<file path="config.mk">
export PLATFORM = sky130hd
export DESIGN_NAME = regwb_arbiter
export DESIGN_NICKNAME = d
export VERILOG_FILES = /design/src/rtl/regwb_arbiter.sv
export SDC_FILE = /design/constraint.sdc
export NUM_CORES = 1
export LEC_CHECK = 0
export CAP_MARGIN = 20
export CORE_ASPECT_RATIO = 0.6
export CORE_MARGIN = 5
export CORE_UTILIZATION = 35
export DETAILED_ROUTE_END_ITERATION = 10
export PLACE_DENSITY = 0.76
export SYNTH_ARGS = -nofsm -noshare
export SYNTH_HDL_FRONTEND = slang
export SYNTH_SLANG_ARGS = --single-unit
</file>
<file path="constraint.sdc">
create_clock -name clk -period 2.3 [get_ports clk]
set_input_delay 0.46 -clock clk [delete_from_list [all_inputs] [get_ports clk]]
set_output_delay 0.46 -clock clk [all_outputs]
set_load 0.02 [all_outputs]
</file>
<file path="src/rtl/regwb_arbiter.sv">
// Write-back arbiter: round-robin selection among ALU, LSU and MDU results into one
// register-file write port, plus a busy scoreboard of destinations with pending writes.
module regwb_arbiter (
  input  logic        clk,
  input  logic        rst_n,
  input  logic [2:0]  req_valid,
  input  logic [14:0] req_rd,
  input  logic [95:0] req_data,
  output logic [2:0]  req_ready,
  input  logic        rsv_valid,
  input  logic [4:0]  rsv_rd,
  input  logic        flush,
  output logic        wb_valid,
  output logic [4:0]  wb_rd,
  output logic [31:0] wb_data,
  output logic [31:0] busy
);

  logic [1:0]  rr_ptr_r;
  logic        wb_valid_r;
  logic [4:0]  wb_rd_r;
  logic [31:0] wb_data_r;
  logic [31:0] busy_r;

  logic [2:0]  grant_s;
  logic [2:0]  ready_s;
  logic        hs_s;
  logic [1:0]  gidx_s;
  logic [1:0]  ptr_next_s;
  logic [4:0]  sel_rd_s;
  logic [31:0] sel_data_s;
  logic [31:0] busy_set_s;
  logic [31:0] busy_clr_s;
  logic [31:0] busy_next_s;

  // Search starts at ptr and walks upward with wrap; an out-of-range ptr behaves as 0.
  function automatic logic [2:0] rr_pick(input logic [1:0] ptr, input logic [2:0] valid);
    logic [2:0] g;
    g = 3'b000;
    case (ptr)
      2'd1: begin
        if (valid[1])      g = 3'b010;
        else if (valid[2]) g = 3'b100;
        else if (valid[0]) g = 3'b001;
        else               g = 3'b000;
      end
      2'd2: begin
        if (valid[2])      g = 3'b100;
        else if (valid[0]) g = 3'b001;
        else if (valid[1]) g = 3'b010;
        else               g = 3'b000;
      end
      default: begin
        if (valid[0])      g = 3'b001;
        else if (valid[1]) g = 3'b010;
        else if (valid[2]) g = 3'b100;
        else               g = 3'b000;
      end
    endcase
    return g;
  endfunction

  // One-hot mask for a register index; x0 never produces a bit.
  function automatic logic [31:0] reg_mask(input logic en, input logic [4:0] rd);
    logic [31:0] m;
    m = 32'h0000_0000;
    if (en && (rd != 5'd0)) m = 32'h0000_0001 << rd;
    else                    m = 32'h0000_0000;
    return m;
  endfunction

  // Grant selection depends only on valid bits and the rotation pointer.
  always_comb begin
    grant_s = rr_pick(rr_ptr_r, req_valid);
    if (rst_n) ready_s = grant_s;
    else       ready_s = 3'b000;
  end

  assign req_ready = ready_s;
  assign hs_s      = |(req_valid & ready_s);

  // Decode the granted requester and pick its destination and data.
  always_comb begin
    gidx_s     = 2'd0;
    ptr_next_s = 2'd1;
    sel_rd_s   = 5'd0;
    sel_data_s = 32'h0000_0000;
    case (grant_s)
      3'b010:  gidx_s = 2'd1;
      3'b100:  gidx_s = 2'd2;
      default: gidx_s = 2'd0;
    endcase
    case (gidx_s)
      2'd1: begin
        sel_rd_s   = req_rd[9:5];
        sel_data_s = req_data[63:32];
        ptr_next_s = 2'd2;
      end
      2'd2: begin
        sel_rd_s   = req_rd[14:10];
        sel_data_s = req_data[95:64];
        ptr_next_s = 2'd0;
      end
      default: begin
        sel_rd_s   = req_rd[4:0];
        sel_data_s = req_data[31:0];
        ptr_next_s = 2'd1;
      end
    endcase
  end

  // Scoreboard next state: a set beats a same-register clear, flush beats everything.
  always_comb begin
    busy_set_s = reg_mask(rsv_valid, rsv_rd);
    busy_clr_s = reg_mask(hs_s, sel_rd_s);
    if (flush) busy_next_s = 32'h0000_0000;
    else       busy_next_s = ((busy_r & ~busy_clr_s) | busy_set_s) & 32'hFFFF_FFFE;
  end

  // Pointer, write-back register and scoreboard state.
  always_ff @(posedge clk) begin
    if (!rst_n) begin
      rr_ptr_r   <= 2'd0;
      wb_valid_r <= 1'b0;
      wb_rd_r    <= 5'd0;
      wb_data_r  <= 32'h0000_0000;
      busy_r     <= 32'h0000_0000;
    end else begin
      busy_r <= busy_next_s;
      if (hs_s) begin
        rr_ptr_r   <= ptr_next_s;
        wb_valid_r <= (sel_rd_s != 5'd0);
        wb_rd_r    <= sel_rd_s;
        wb_data_r  <= sel_data_s;
      end else begin
        rr_ptr_r   <= rr_ptr_r;
        wb_valid_r <= 1'b0;
        wb_rd_r    <= wb_rd_r;
        wb_data_r  <= wb_data_r;
      end
    end
  end

  assign wb_valid = wb_valid_r;
  assign wb_rd    = wb_rd_r;
  assign wb_data  = wb_data_r;
  assign busy     = busy_r;

endmodule

</file>
==> impl_results.md, run 1 <==
- Status: finished with violations
- Failing checks: negative setup slack
- Die ar.: 0.0124 sq mm
- Critical R2R Capture: busy[13]$_SDFF_PP0_
- Die Ht: 88.4 um
- PnR worst setup slack: -0.0964 ns
- Leak: 2.40 nW
- Clk slew on worst S/H paths: 0.06 ns
- Kind of critical path: register to register
- Antenna violations before repair: 0
- Total GRT Usage: 23.7%
- Register area share after synthesis: 39.7%
- Total gr overflow: 0
- Fin Hold WS: 0.503 ns
- Reg2Reg Setup Slack: -0.1 ns
- Mapped Area: 0.00358 sq mm
- Critical path endpoint category: register
- Crit Path Max Fanout: 4
- CP arrival: 2.60 ns
- Clock period minus worst slack: 2.40 ns
- Core Footprint: 0.00991 sq mm
- IO Count: 196
- Vias: 4,532
- Hold Path Stages: 2
- Drt wl/cell: 19.4 um
- Period utilization: 104%
- Fin. Hold Viols: 0
- Max Cap Viol: 0
- Pin count of the biggest net entering global routing: 41
- Mean area per synthesized cell: 7.97 sq um
- Drt initial violations: 471
- Post-DP Area: 0.00588 sq mm
- Reg2reg path depth: 8
- Pwr Total: 7.52 mW
- Final ANT Viol Nets: 0
- Worst setup SP type: register
- Vias in the first global route: 4,599
- DP HPWL: 10.9 mm
- Synthesized flop and latch total: 71
- Max-slew violations: 0
- TritonCTS clock tree: yes
- Die width: 141 um
- Drt total wl: 15.5 mm
- Clock sink total: 71
- Hold Crit Class: register to register
- Leading post-synthesis cells by cell area: dfxtp_1 (40%), o21ai_0 (9.1%), a22oi_1 (6.7%)
- Crit-path max cell delay: 0.60 ns
- H-Tree Depth: 3
- Clock root cell: clkbuf_16
- Synth Flop Type: dfxtp_1
- Total CTS buffers: 9
- Sequential Area: 0.00143 sq mm
- Row count: 28
- Layout cell share with drive strength beyond 1: 17.1%
- Drt pass-1 iters: 5
- Vias per cell: 5.66
- Cell taking the most area after synthesis: dfxtp_1
- Initial core utilization: 36.2%
- Synthesized Nets: 575
- Cells after Synth: 450
- Yosys warning count: 0
- Peak supply drop: 0.686 mV
- Worst reg2reg path startpoint: rr_ptr_r[0]$_SDFFE_PN0N_
- First-pass GRT wire length: 23.2 mm
- Ant diodes: 0
- Synth cell types: 44
- Final core utilization: 65.8%
- Footprint of the multi-input gates: 0.00226 sq mm
- Fraction of registers with async set/reset: 0%
- Fill cells: 779
- Port Buf Inserts: 194
- Crit-path cells: inv_2, ha_4, nor2b_4, o311a_4, and2_4, or4b_4, nor3_4, a21oi_1
- Post-route cell area: 0.00652 sq mm
- Nets: 786
- Worst path required time: 2.51 ns
- Min-Delay Startpoint: wb_rd[4]$_SDFFE_PN0N_
- Number of placed instances, taps included: 775
- Gp weighted congestion: 0.923
- Post-Layout Cell Count: 801
- CTS max path bufs: 2
- Post-route DRC: 0
- Clock Latency Late Sink: 0.33 ns
- RSZ-0062 raised after global routing: true
- Post-synth EDFFs: 0
- Final setup skew: 0.00273 ns
- Final setup vio count: 32
- WHS Endpoint: wb_rd[4]$_SDFFE_PN0N_
- Sum Neg Setup Slack: -1.59 ns
- Crit-path slowest cell: or4b_4
- Cell area power density: 1150 mW/mm^2
- F_max: 417 MHz
- Post-synth top area share: 39.7%
- Synthesis-to-finish area growth: 82.0%
- Setup Slack @ Placement: -0.597 ns
==> placed cells by master (no fill, tap or decap), types with 2 or more instances in the layout <==
cell	count
clkbuf_16	9
a211oi_1	4
buf_12	3
or3b_2	2
a21oi_1	26
buf_4	29
a21oi_2	6
inv_2	2
clkbuf_8	2
nor3_4	12
nand2_1	38
nor2b_4	3
nor3_2	10
dfxtp_4	2
dfxtp_1	69
nand3b_1	5
clkdlybuf4s50_1	190
clkbuf_1	2
nand3_1	4
dlygate4sd2_1	2
buf_6	7
a221oi_4	3
a31oi_1	33
nor3_1	22
a221o_1	3
a22oi_1	32
bufinv_16	2
nor2_1	42
and2_4	3
o21ai_0	64
ha_4	2
==> cell type report <==
class | count | area share [%]
clock buffer | 13 | 3.99
clock inverter | 3 | 0.997
tap | 135 | 2.59
timing repair buffer | 235 | 35.7
sequential | 71 | 21.9
inverter | 4 | 0.230
multi-input combinational | 340 | 34.6
==> registers in the layout (all words and copies together), names as in the netlist <==
register and count:
wb_valid 1, busy 31, wb_data 32, wb_rd 5, rr_ptr_r 2
==> Yosys cell counts, types with 2 or more instances <==
cell type and instances:
dfxtp_1 71, o21ai_0 65, nor2_1 43, nand2_1 38, nor3_1 35, a31oi_1 33
a21oi_1 32, a22oi_1 32, clkbuf_1 24, a211oi_1 5, buf_2 5, nand3b_1 5
nor3_2 5, a221o_1 4, buf_4 4, nand3_1 4, nor2b_1 4, nor3_4 4
and2_1 3, inv_1 3, a221oi_1 2, a221oi_4 2, and2_4 2, and3_1 2
buf_1 2, ha_1 2, or3b_2 2
==> how the worst max path moves through the flow <==
| stage | start | endpoint | slack (ns) | cells after the start |
|---|---|---|---|---|
| 4_1_cts | rr_ptr_r[0]$_SDFFE_PN0N_ | busy[9]$_SDFF_PP0_ | -0.06 | 8 |
| 2_1_floorplan | rr_ptr_r[0]$_SDFFE_PN0N_ | busy[12]$_SDFF_PP0_ | -0.05 | 9 |
| 5_1_grt | rr_ptr_r[0]$_SDFFE_PN0N_ | busy[13]$_SDFF_PP0_ | -0.16 | 11 |
| 6_report | rr_ptr_r[0]$_SDFFE_PN0N_ | busy[13]$_SDFF_PP0_ | -0.1 | 8 |
| 3_3_place_gp | req_valid[1] | busy[19]$_SDFF_PP0_ | -0.49 | 8 |
| 3_5_place_dp | req_valid[1] | busy[27]$_SDFF_PP0_ | -0.60 | 8 |
==> critical path: cells and delay by family (launching register included) <==
kind	cells	cell delay, ns
AOI/OAI and AO/OA	2	0.52
adders and majority gates	1	0.15
buffers and inverters	1	0.04
DFF	1	0.36
and+or+nand+nor	4	1.20
==> layer usage <==
metal / share of wire, % / vias up / global-route usage, %
met1: 42 / 2154 / 29.0
met5: 0 / - / 0
met3: 9.5 / 26 / 7.88
met2: 47 / 249 / 40.3
li1: - / 2103 / -
met4: 1.9 / 0 / 7.39
==> timing repair <==
action,in CTS,in global routing
pin swaps,19,14
gates cloned,2,1
endpoints found under the setup margin,37,52
gates resized for setup,36,26
buffers inserted,5,3
hold buffers,0,0
hold endpoints to repair,0,0
==> report_power, final <==
| group | internal [mW] | switching [mW] | total [mW] |
|---|---|---|---|
| clock network | 1.01 | 0.505 | 1.51 |
| registers | 1.54 | 0.160 | 1.70 |
| logic | 1.92 | 2.38 | 4.30 |
| total | 4.47 | 3.04 | 7.52 |
==> logic make-up after synthesis <==
logic type,count (synthesis),share of synthesized area [%]
AOI/OAI and AO/OA,184,32.5
and+or+nand+nor,151,21.7
DFF,71,39.7
buffers and inverters,40,4.99
adders and majority gates,2,0.698
muxes,1,0.279
other,1,0.105
Power figures use the tool's default switching activity.
==> run 2: changes to the inputs <==
--- a/config.mk
+++ b/config.mk
@@ -5,11 +5,12 @@
 export SDC_FILE = /design/constraint.sdc
 export NUM_CORES = 1
 export LEC_CHECK = 0
-export CAP_MARGIN = 20
+export ABC_AREA = 0
 export CORE_ASPECT_RATIO = 0.6
 export CORE_MARGIN = 5
 export CORE_UTILIZATION = 35
 export DETAILED_ROUTE_END_ITERATION = 10
+export HOLD_SLACK_MARGIN = 0.08
 export PLACE_DENSITY = 0.76
 export SYNTH_ARGS = -nofsm -noshare
 export SYNTH_HDL_FRONTEND = slang
==> results of run 2 <==
Final layout, timing and power as in run 1 (identical DEF).
==> run 3: changes to the inputs <==
--- a/config.mk
+++ b/config.mk
@@ -6,6 +6,7 @@
 export NUM_CORES = 1
 export LEC_CHECK = 0
 export ABC_AREA = 0
+export CAP_MARGIN = 20
 export CORE_ASPECT_RATIO = 0.6
 export CORE_MARGIN = 5
 export CORE_UTILIZATION = 35
==> results of run 3 <==
Final layout, timing and power as in run 1 (identical DEF).
==> variant (config.mk and constraints of run 2) <==
Reset style: asynchronous (`rst_n`), changed in one clocked block.
--- a/src/rtl/regwb_arbiter.sv
+++ b/src/rtl/regwb_arbiter.sv
@@ -120,3 +120,3 @@
   // Pointer, write-back register and scoreboard state.
-  always_ff @(posedge clk) begin
+  always_ff @(posedge clk or negedge rst_n) begin
     if (!rst_n) begin
Formal check against the unedited RTL: differs if rst_n is asserted again (counterexample within 4 cycles, from zero or initial values and one cycle with rst_n low); with rst_n held inactive, the same outputs for 10 cycles.
==> variant against run 2 <==
The flow still finishes with violations (setup timing). Power up 37%. Routed wire length up 22%. Area after synthesis up 7.0%. Cell area up 19%. Worst setup slack worse by 250 ps. Sequential cell count unchanged. Critical path depth down 1. Critical path type unchanged. Highest routed layer is now met5.
==> variant: results (changes against run 2) <==
Run status
  • Status: finished with violations (unchanged)
  • Failing checks: setup timing (unchanged)

Logic synthesis
  • Asr flop ratio synth: 100% (was 0%)
  • Synth top area cells: dfrtp_1 46%, nand2_1 7.3%, a22oi_1 6.3% (was dfxtp_1 40%, o21ai_0 9.1%, a22oi_1 6.7%)
  • Cells after Synth: 429 (was 450)
  • Synth Area in Compound Gates: 26.6% (was 32.5%)
  • Synth Area in Adders: 0.652% (was 0.698%)
  • Unique masters post-synth: 53 (was 44)
  • Sequential share of the synthesized area: 46.3% (was 39.7%)
  • Mux share of post-synthesis cell area: 0% (was 0.279%)
  • Synth top cells by count: 75 x nand2_1, 71 x dfrtp_1, 42 x nor2_1, 34 x a31oi_1, 32 x a22oi_1 (was 71 x dfxtp_1, 65 x o21ai_0, 43 x nor2_1, 38 x nand2_1, 35 x nor3_1)

Routing
  • Via density: 5.86 (was 5.66)
  • Met3 WL post-DR: 2140 um (was 1480 um)
  • Vias: 4872 (was 4532)
  • Uppermost layer routed: met5 (was met4)
  • Metal-1 WL: 7940 um (was 6470 um)
  • DR iter-0 viols: 460 (was 471)
  • DRT Wirelength: 18900 um (was 15500 um)

Finish
  • Layout Nets: 813 (was 786)
  • Inverters excl. clock: 14 (was 4)
  • Clk cell area share: 3.53% (was 4.99%)
  • Sequential cell area share: 23.0% (was 21.9%)
  • # clk buffers: 9 (was 13)
  • Non-CTS buffers: 282 (was 235)
  • Footprint of the multi-input gates: 2560 um2 (was 2260 um2)
  • Fillers: 738 (was 779)
  • Fraction of area in non-clock buffers: 37.5% (was 35.7%)
  • FF+latch area: 1780 um2 (was 1430 um2)
  • Multi-input gates: 310 (was 340)
  • Share of cells above drive strength 1: 31.0% (was 17.1%)

Place
  • Placed inst area: 6270 um2 (was 5880 um2)
  • DP Worst Slack: -719 ps (was -597 ps)
  • Placed cells: 782 (was 775)
  • GPL Wtd Cong: 0.999 (was 0.923)

Pwr
  • Sw Share: 44.9% (was 40.5%)
  • Worst IR drop on VDD: 0.000712 V (was 0.000686 V)
  • Seq pwr share: 19.0% (was 22.6%)
  • Power Internal: 5660 uW (was 4470 uW)
  • Leakage power: 0.00308 uW (was 0.00240 uW)

Global routing
  • Gr usage total: 24.0% (was 23.7%)
  • Met1 usage: 32.5% (was 29.0%)
  • Largest net degree at the start of global routing: 49 (was 41)
  • First-pass GRT wire length: 25600 um (was 23200 um)
  • Vias in the first global route: 4527 (was 4599)
  • Met3 GRT Util: 9.60% (was 7.88%)

Worst setup path
  • R2R depth: 7 (was 8)
  • CP max-delay cell: or3b_4 (was or4b_4)
  • Arr. time, crit path: 2850 ps (was 2600 ps)

STA
  • Clock Skew: 8.22 ps (was 2.73 ps)
  • Final WS setup: -342 ps (was -96.4 ps)
  • Final setup vio count: 72 (was 32)
  • Setup_tns: -13700 ps (was -1590 ps)

Min path
  • Hold Path Class: in2async (was reg2reg)
[variant: final timing paths]
kind	startpoint	end	slack, ps
worst max-delay path	rr_ptr_r[1]$_DFFE_PN0P_	busy[17]$_DFF_PN0_	-340
worst min-delay path	rst_n	wb_data[11]$_DFFE_PN0P_	170
worst max register to register	rr_ptr_r[1]$_DFFE_PN0P_	busy[17]$_DFF_PN0_	-340
worst min register to register	wb_rd[3]$_DFFE_PN0P_	wb_rd[3]$_DFFE_PN0P_	500
max in group asynchronous	rst_n	busy[21]$_DFF_PN0_	1580
min in group clk	wb_rd[3]$_DFFE_PN0P_	wb_rd[3]$_DFFE_PN0P_	500
[variant: logic make-up (layout without fill, tap and decap cells)]
family | Yosys count | after routing
adders and majority gates | 2 | 2
other | 1 | 1
AOI/OAI and AO/OA | 136 | 136
buffers and inverters | 50 | 312
and+or+nand+nor | 169 | 171
DFF | 71 | 71
